### config.mk
export PLATFORM = sky130hd
export DESIGN_NAME = bp_resolve_queue
export DESIGN_NICKNAME = d
export VERILOG_FILES = /design/src/rtl/bp_resolve_queue.sv
export SDC_FILE = /design/constraint.sdc
export NUM_CORES = 1
export LEC_CHECK = 0
export BUFFER_PORTS_ARGS = -buffer_cell sky130_fd_sc_hd__buf_2
export CAP_MARGIN = 20
export CORE_ASPECT_RATIO = 0.75
export CORE_MARGIN = 8
export CORE_UTILIZATION = 63
export CTS_BUF_LIST = sky130_fd_sc_hd__clkbuf_4
export CTS_CLUSTER_DIAMETER = 150
export DETAILED_ROUTE_END_ITERATION = 12
export PLACE_DENSITY_LB_ADDON = 0.3
export SYNTH_ARGS = -nofsm -noshare
export SYNTH_HDL_FRONTEND = slang
export SYNTH_SLANG_ARGS = --single-unit
### constraint.sdc
create_clock -name clk -period 16.47 [get_ports clk]
set_clock_uncertainty 0.15 [all_clocks]
set_input_delay 1.647 -clock clk [delete_from_list [all_inputs] [get_ports clk]]
set_output_delay 1.647 -clock clk [all_outputs]
set_load 0.02 [all_outputs]
### src/rtl/bp_resolve_queue.sv
// bp_resolve_queue
// In-flight branch queue between fetch and the predictor update port.
// Fetch pushes predicted branches; execute resolves them oldest-first.
// Each resolution pops the head and emits one registered update beat.
// A misprediction also emits a redirect, empties the queue, and closes
// fetch_ready for RECOVER_CYC cycles while fetch restarts on the right path.
module bp_resolve_queue #(
  parameter int DEPTH       = 8,
  parameter int RECOVER_CYC = 2
) (
  input  logic                     clk,
  input  logic                     rst,
  input  logic                     fetch_valid,
  input  logic [31:0]              fetch_pc,
  input  logic                     fetch_pred,
  input  logic [31:0]              fetch_target,
  output logic                     fetch_ready,
  input  logic                     resolve_valid,
  input  logic                     resolve_taken,
  input  logic [31:0]              resolve_target,
  output logic                     update_valid,
  output logic [31:0]              update_pc,
  output logic                     update_prediction,
  output logic                     update_actual,
  output logic [31:0]              update_target,
  output logic                     redirect_valid,
  output logic [31:0]              redirect_pc,
  output logic                     resolve_err,
  output logic [$clog2(DEPTH):0]   occupancy
);

  localparam int AW = $clog2(DEPTH);
  localparam int PW = AW + 1;
  localparam int CW = (RECOVER_CYC > 1) ? $clog2(RECOVER_CYC) : 1;
  localparam logic [PW-1:0] PTR_ONE = {{(PW-1){1'b0}}, 1'b1};
  localparam logic [CW-1:0] CNT_ONE = {{(CW-1){1'b0}}, 1'b1};
  localparam logic [CW-1:0] CNT_LOAD = CW'(RECOVER_CYC - 1);

  typedef enum logic [0:0] {
    ST_RUN     = 1'b0,
    ST_RECOVER = 1'b1
  } state_t;

  // A resolution disagrees with the prediction if the direction differs,
  // or both say taken but to different targets. A not-taken prediction
  // carries no meaningful target, so it is never compared.
  function automatic logic is_mispredict(
    input logic        pred,
    input logic [31:0] pred_tgt,
    input logic        taken,
    input logic [31:0] act_tgt
  );
    return (pred != taken) || (pred && taken && (pred_tgt != act_tgt));
  endfunction

  // Entry storage
  logic [31:0]   pc_mem_r   [DEPTH];
  logic          pred_mem_r [DEPTH];
  logic [31:0]   tgt_mem_r  [DEPTH];

  logic [PW-1:0] rd_ptr_r;
  logic [PW-1:0] wr_ptr_r;
  state_t        state_r;
  logic [CW-1:0] rec_cnt_r;
  logic          fetch_ready_r;

  logic          update_valid_r;
  logic [31:0]   update_pc_r;
  logic          update_prediction_r;
  logic          update_actual_r;
  logic [31:0]   update_target_r;
  logic          redirect_valid_r;
  logic [31:0]   redirect_pc_r;
  logic          resolve_err_r;

  logic [31:0]   head_pc_s;
  logic          head_pred_s;
  logic [31:0]   head_tgt_s;
  logic          empty_s;
  logic          pop_s;
  logic          mispredict_s;
  logic          push_s;
  logic          resolve_err_s;
  logic [PW-1:0] rd_ptr_next_s;
  logic [PW-1:0] wr_ptr_next_s;
  logic          full_next_s;
  logic [31:0]   redirect_pc_s;

  // Head decode, pop/push qualification and next-pointer computation
  always_comb begin
    head_pc_s     = pc_mem_r[rd_ptr_r[AW-1:0]];
    head_pred_s   = pred_mem_r[rd_ptr_r[AW-1:0]];
    head_tgt_s    = tgt_mem_r[rd_ptr_r[AW-1:0]];
    empty_s       = (rd_ptr_r == wr_ptr_r);
    pop_s         = resolve_valid && !empty_s;
    resolve_err_s = resolve_valid && empty_s;
    mispredict_s  = pop_s && is_mispredict(head_pred_s, head_tgt_s, resolve_taken, resolve_target);
    // fetch_ready is registered, so a full queue refuses a push even when a
    // pop lands in the same cycle; a flush throws away the wrong-path push.
    push_s        = fetch_valid && fetch_ready_r && !mispredict_s;

    if (resolve_taken) begin
      redirect_pc_s = resolve_target;
    end else begin
      redirect_pc_s = head_pc_s + 32'd4;
    end

    if (pop_s) begin
      rd_ptr_next_s = rd_ptr_r + PTR_ONE;
    end else begin
      rd_ptr_next_s = rd_ptr_r;
    end

    if (mispredict_s) begin
      wr_ptr_next_s = rd_ptr_r + PTR_ONE;
    end else if (push_s) begin
      wr_ptr_next_s = wr_ptr_r + PTR_ONE;
    end else begin
      wr_ptr_next_s = wr_ptr_r;
    end

    full_next_s = (rd_ptr_next_s[AW] != wr_ptr_next_s[AW]) &&
                  (rd_ptr_next_s[AW-1:0] == wr_ptr_next_s[AW-1:0]);
  end

  // Write an accepted push into the slot under the write pointer
  always_ff @(posedge clk) begin
    if (!rst && push_s) begin
      pc_mem_r[wr_ptr_r[AW-1:0]]   <= fetch_pc;
      pred_mem_r[wr_ptr_r[AW-1:0]] <= fetch_pred;
      tgt_mem_r[wr_ptr_r[AW-1:0]]  <= fetch_target;
    end
  end

  // Read/write pointer advance, including the flush on mispredict
  always_ff @(posedge clk) begin
    if (rst) begin
      rd_ptr_r <= '0;
      wr_ptr_r <= '0;
    end else begin
      rd_ptr_r <= rd_ptr_next_s;
      wr_ptr_r <= wr_ptr_next_s;
    end
  end

  // RUN/RECOVER state machine; fetch_ready is registered from the next state
  always_ff @(posedge clk) begin
    if (rst) begin
      state_r       <= ST_RUN;
      rec_cnt_r     <= '0;
      fetch_ready_r <= 1'b0;
    end else begin
      case (state_r)
        ST_RUN: begin
          if (mispredict_s) begin
            state_r       <= ST_RECOVER;
            rec_cnt_r     <= CNT_LOAD;
            fetch_ready_r <= 1'b0;
          end else begin
            fetch_ready_r <= !full_next_s;
          end
        end
        ST_RECOVER: begin
          if (rec_cnt_r == '0) begin
            state_r       <= ST_RUN;
            fetch_ready_r <= !full_next_s;
          end else begin
            rec_cnt_r     <= rec_cnt_r - CNT_ONE;
            fetch_ready_r <= 1'b0;
          end
        end
        default: begin
          state_r       <= ST_RUN;
          rec_cnt_r     <= '0;
          fetch_ready_r <= 1'b0;
        end
      endcase
    end
  end

  // Update / redirect / error beats; data fields hold between beats
  always_ff @(posedge clk) begin
    if (rst) begin
      update_valid_r      <= 1'b0;
      update_pc_r         <= 32'd0;
      update_prediction_r <= 1'b0;
      update_actual_r     <= 1'b0;
      update_target_r     <= 32'd0;
      redirect_valid_r    <= 1'b0;
      redirect_pc_r       <= 32'd0;
      resolve_err_r       <= 1'b0;
    end else begin
      update_valid_r   <= pop_s;
      redirect_valid_r <= mispredict_s;
      resolve_err_r    <= resolve_err_s;
      if (pop_s) begin
        update_pc_r         <= head_pc_s;
        update_prediction_r <= head_pred_s;
        update_actual_r     <= resolve_taken;
        update_target_r     <= resolve_target;
      end
      if (mispredict_s) begin
        redirect_pc_r <= redirect_pc_s;
      end
    end
  end

  assign fetch_ready       = fetch_ready_r;
  assign update_valid      = update_valid_r;
  assign update_pc         = update_pc_r;
  assign update_prediction = update_prediction_r;
  assign update_actual     = update_actual_r;
  assign update_target     = update_target_r;
  assign redirect_valid    = redirect_valid_r;
  assign redirect_pc       = redirect_pc_r;
  assign resolve_err       = resolve_err_r;
  assign occupancy         = wr_ptr_r - rd_ptr_r;

endmodule

==> flow_metrics.env <==
export IMPL_fp_row_count=63
export IMPL_fp_dieH_um=189
export IMPL_critPathMaxFanout=59
export IMPL_netlist_area_mm2=0.0253
export IMPL_crit_buf_inv=2
export IMPL_post_cts_buffers=0
export IMPL_switchingPower_mw=1.59
export IMPL_clk_latency_ns=0.88
export IMPL_root_buffer="clkbuf_4"
export IMPL_clkTransAtPathRegs_ns=0.07
export IMPL_holdWs_ns=0.301
export IMPL_first_pass_iters=5
export IMPL_drv_slew=0
export IMPL_synth_seq_cells=632
export IMPL_antenna_found_initial=13
export IMPL_coreArea_mm2=0.0396
export IMPL_critPathMaxStageDelay_ns=0.87
export IMPL_post_cts_resized=0
export IMPL_cts_tree="built"
export IMPL_synth_top_area_frac=0.618
export IMPL_crit_type="register to register"
export IMPL_clock_fmax_mhz=164
export IMPL_fin_crit_sh=0.370
export IMPL_io_buffers=207
export IMPL_grt_util_all_layers=0.271
export IMPL_grt_setup_unrepaired="false"
export IMPL_ant_nets=0
export IMPL_grt_pass1_vias=15086
export IMPL_seqPwrFrac=0.432
export IMPL_period_minus_slack_ns=6.09
export IMPL_worst_slew_pin_slew_ns=1.09
export IMPL_syn_instance_count=1480
export IMPL_fp_dieArea_mm2=0.0468
export IMPL_power_frac_clock=0.277
export IMPL_die_w_um=247
export IMPL_yosysWarningCount=0
export IMPL_maxCapViolations=0
export IMPL_clock_sinks=632
export IMPL_critPathSlowestCell="buf_4"
export IMPL_netlist_top_cells_area="edfxtp_1 (62%), mux4_2 (9.8%), dfxtp_1 (8.9%)"
export IMPL_synth_edf_count=520
export IMPL_vias_per_cell=6.16
export IMPL_ys_seq_area_frac=0.707
export IMPL_status="finished clean"
export IMPL_yosys_most_used_dff="edfxtp_1"
export IMPL_setup_viol=0
export IMPL_wl_per_cell_um=25.8
export IMPL_fin_area_mm2=0.0288
export IMPL_power_frac_comb=0.291
export IMPL_numCtsBuffers=149
export IMPL_syn_nets=1590
export IMPL_hold_path_class="register to register"
export IMPL_hold_viol=0
export IMPL_grt_max_degree=69
export IMPL_internal_power_mw=3.09
export IMPL_switching_share=0.340
export IMPL_critPathCaptureType="register"
export IMPL_slew_headroom=0.273
export IMPL_worstPathArrival_ns=6.40
export IMPL_synth_top_area_cell="edfxtp_1"
export IMPL_synth_distinct_cells=62
export IMPL_crit_chain="buf_4 -> mux4_2 -> nand2_1 -> nand2_1 -> ha_1 -> or4_4 -> nor4_4 -> a21oi_4 -> a21o_1 -> nor4_2 -> buf_4"
export IMPL_vias=15044
export IMPL_path_delay_family="simple AND/OR/NAND/NOR gates"
export IMPL_ir_drop_mv=0.170
export IMPL_p_leak_nw=10.0
export IMPL_start_util=0.639
export IMPL_worstPathRequired_ns=16.78
export IMPL_routed_wl_um=63000
export IMPL_nets=1900
export IMPL_start_kind="register"
export IMPL_async_reset_ff_frac=0
export IMPL_dp_hpwl_um=39900
export IMPL_htree_levels=4
export IMPL_area_delta_synth_final_pct=14.1
export IMPL_synth_avg_cell_area_um2=17.1
export IMPL_postCtsHoldBufs=0
export IMPL_setup_tns_final_ns=0
export IMPL_drive_gt1_frac=0.346
export IMPL_first_iter_violations=1738
export IMPL_placed_area_mm2=0.0268
export IMPL_grt_remaining_overflow=0
export IMPL_clk_path_buf_depth=3
export IMPL_final_util=0.729
export IMPL_grt_pass1_wl_um=93600
export IMPL_gp_congestion=0.879
export IMPL_boundaryPins=208
export IMPL_cellPowerDensity_mw_per_mm2=162
export IMPL_remaining_drc_errors=0
[state kept, by name (all words and copies together) (netlist names)]
signal and cells:
pc_mem_r 256, tgt_mem_r 256, redirect_pc 32, update_pc 32, update_target 32, pred_mem_r 8, rd_ptr_r 4, wr_ptr_r 4
fetch_ready 1, rec_cnt_r 1, redirect_valid 1, resolve_err 1, state_r 1, update_actual 1, update_prediction 1, update_valid 1
[through the flow]
| step | total power [mW] | std cells | worst slack, ns |
|---|---|---|---|
| global placement | 3.38 | 2159 | 10.49 |
| finish | 4.68 | 2442 | 10.38 |
| floorplan | 2.97 | 1480 | 5.79 |
| CTS | 4.70 | 2428 | 10.38 |
| detailed placement | 3.41 | 2159 | 10.41 |
| global route | 4.90 | 2436 | 10.05 |
[cells in the mapped netlist, types with 10 or more instances]
| cell | number |
|---|---|
| mux2_2 | 11 |
| nor2_1 | 70 |
| nor4_1 | 16 |
| edfxtp_1 | 520 |
| a211oi_2 | 20 |
| dfxtp_1 | 112 |
| nand3_1 | 22 |
| a21oi_1 | 85 |
| mux2i_1 | 80 |
| nor3_1 | 19 |
| a211oi_1 | 32 |
| buf_2 | 18 |
| o22ai_1 | 10 |
| xor2_1 | 26 |
| buf_6 | 11 |
| inv_1 | 10 |
| xnor2_1 | 47 |
| buf_4 | 11 |
| nand2_1 | 123 |
| clkbuf_1 | 36 |
| mux4_2 | 110 |
[cells by family (layout without fill, tap and decap cells)]
kind of cell               count (synthesis)  after routing  share of synthesized area
and+or+nand+nor                          281            281                     0.0514
buffers and inverters                     96            524                     0.0209
AOI/OAI and AO/OA                        185            185                     0.0532
muxes                                    205            205                      0.138
adders and majority gates                  8              8                    0.00426
DFF                                      632            632                      0.707
other                                      0             14                          0
xor gates and xnor gates                  73             73                     0.0253
[per-layer routing]
layer	wire (µm)	up-vias	global-route usage
met5	60	-	0
met4	1710	10	0.104
met3	8340	122	0.106
met2	28500	958	0.394
met1	24500	7412	0.369
li1	-	6542	-
[worst min-delay path, stage by stage (launching register included)]
cell	delay, ns
dfxtp_1	0.30
nand2_1	0.05
a21oi_1	0.05
[final timing paths]
path | from | end | slack (ns) | depth (start not counted)
worst max register to register | rd_ptr_r[1] | tgt_mem_r[0][5] | 10.38 | 11
worst min register to register | update_target[2] | update_target[2] | 0.30 | 2
worst min-delay path | update_target[2] | update_target[2] | 0.30 | 2
worst max-delay path | rd_ptr_r[1] | tgt_mem_r[0][5] | 10.38 | 11
[cell usage in the layout (no fill, tap or decap), types with 6 or more instances in the layout]
| master | n |
|---|---|
| edfxtp_1 | 520 |
| clkbuf_4 | 229 |
| buf_2 | 206 |
| nand2_1 | 122 |
| mux4_2 | 110 |
| dfxtp_1 | 109 |
| a21oi_1 | 85 |
| mux2i_1 | 80 |
| nor2_1 | 70 |
| xnor2_1 | 47 |
| buf_4 | 36 |
| a211oi_1 | 32 |
| xor2_1 | 26 |
| clkinv_1 | 26 |
| nand3_1 | 22 |
| a211oi_2 | 20 |
| nor3_1 | 17 |
| diode_2 | 14 |
| mux2_2 | 11 |
| nor4_1 | 11 |
| o22ai_1 | 10 |
| inv_1 | 10 |
| nor4_2 | 7 |
| ha_1 | 7 |
| o211a_1 | 6 |
| o21ai_0 | 6 |
| inv_2 | 6 |
| clkinv_2 | 6 |
[cell type report]
class | count | area (µm²)
antenna | 14 | 35.0
clock inverter | 40 | 267
fill | 2448 | 10700
tap | 520 | 651
clock buffer | 229 | 1720
timing repair buffer | 242 | 1300
inverter | 13 | 48.8
multi-input combinational | 752 | 6950
sequential | 632 | 17900
[power by group through the flow]
stage / logic [mW] / clock network (mW) / registers [mW]
floorplan: 0.870 / 0 / 2.10
global placement: 1.33 / 0 / 2.05
detailed placement: 1.35 / 0 / 2.06
CTS: 1.36 / 1.32 / 2.02
global route: 1.46 / 1.40 / 2.04
finish: 1.36 / 1.30 / 2.02
Note: power is estimated with default switching activity, not from simulation.
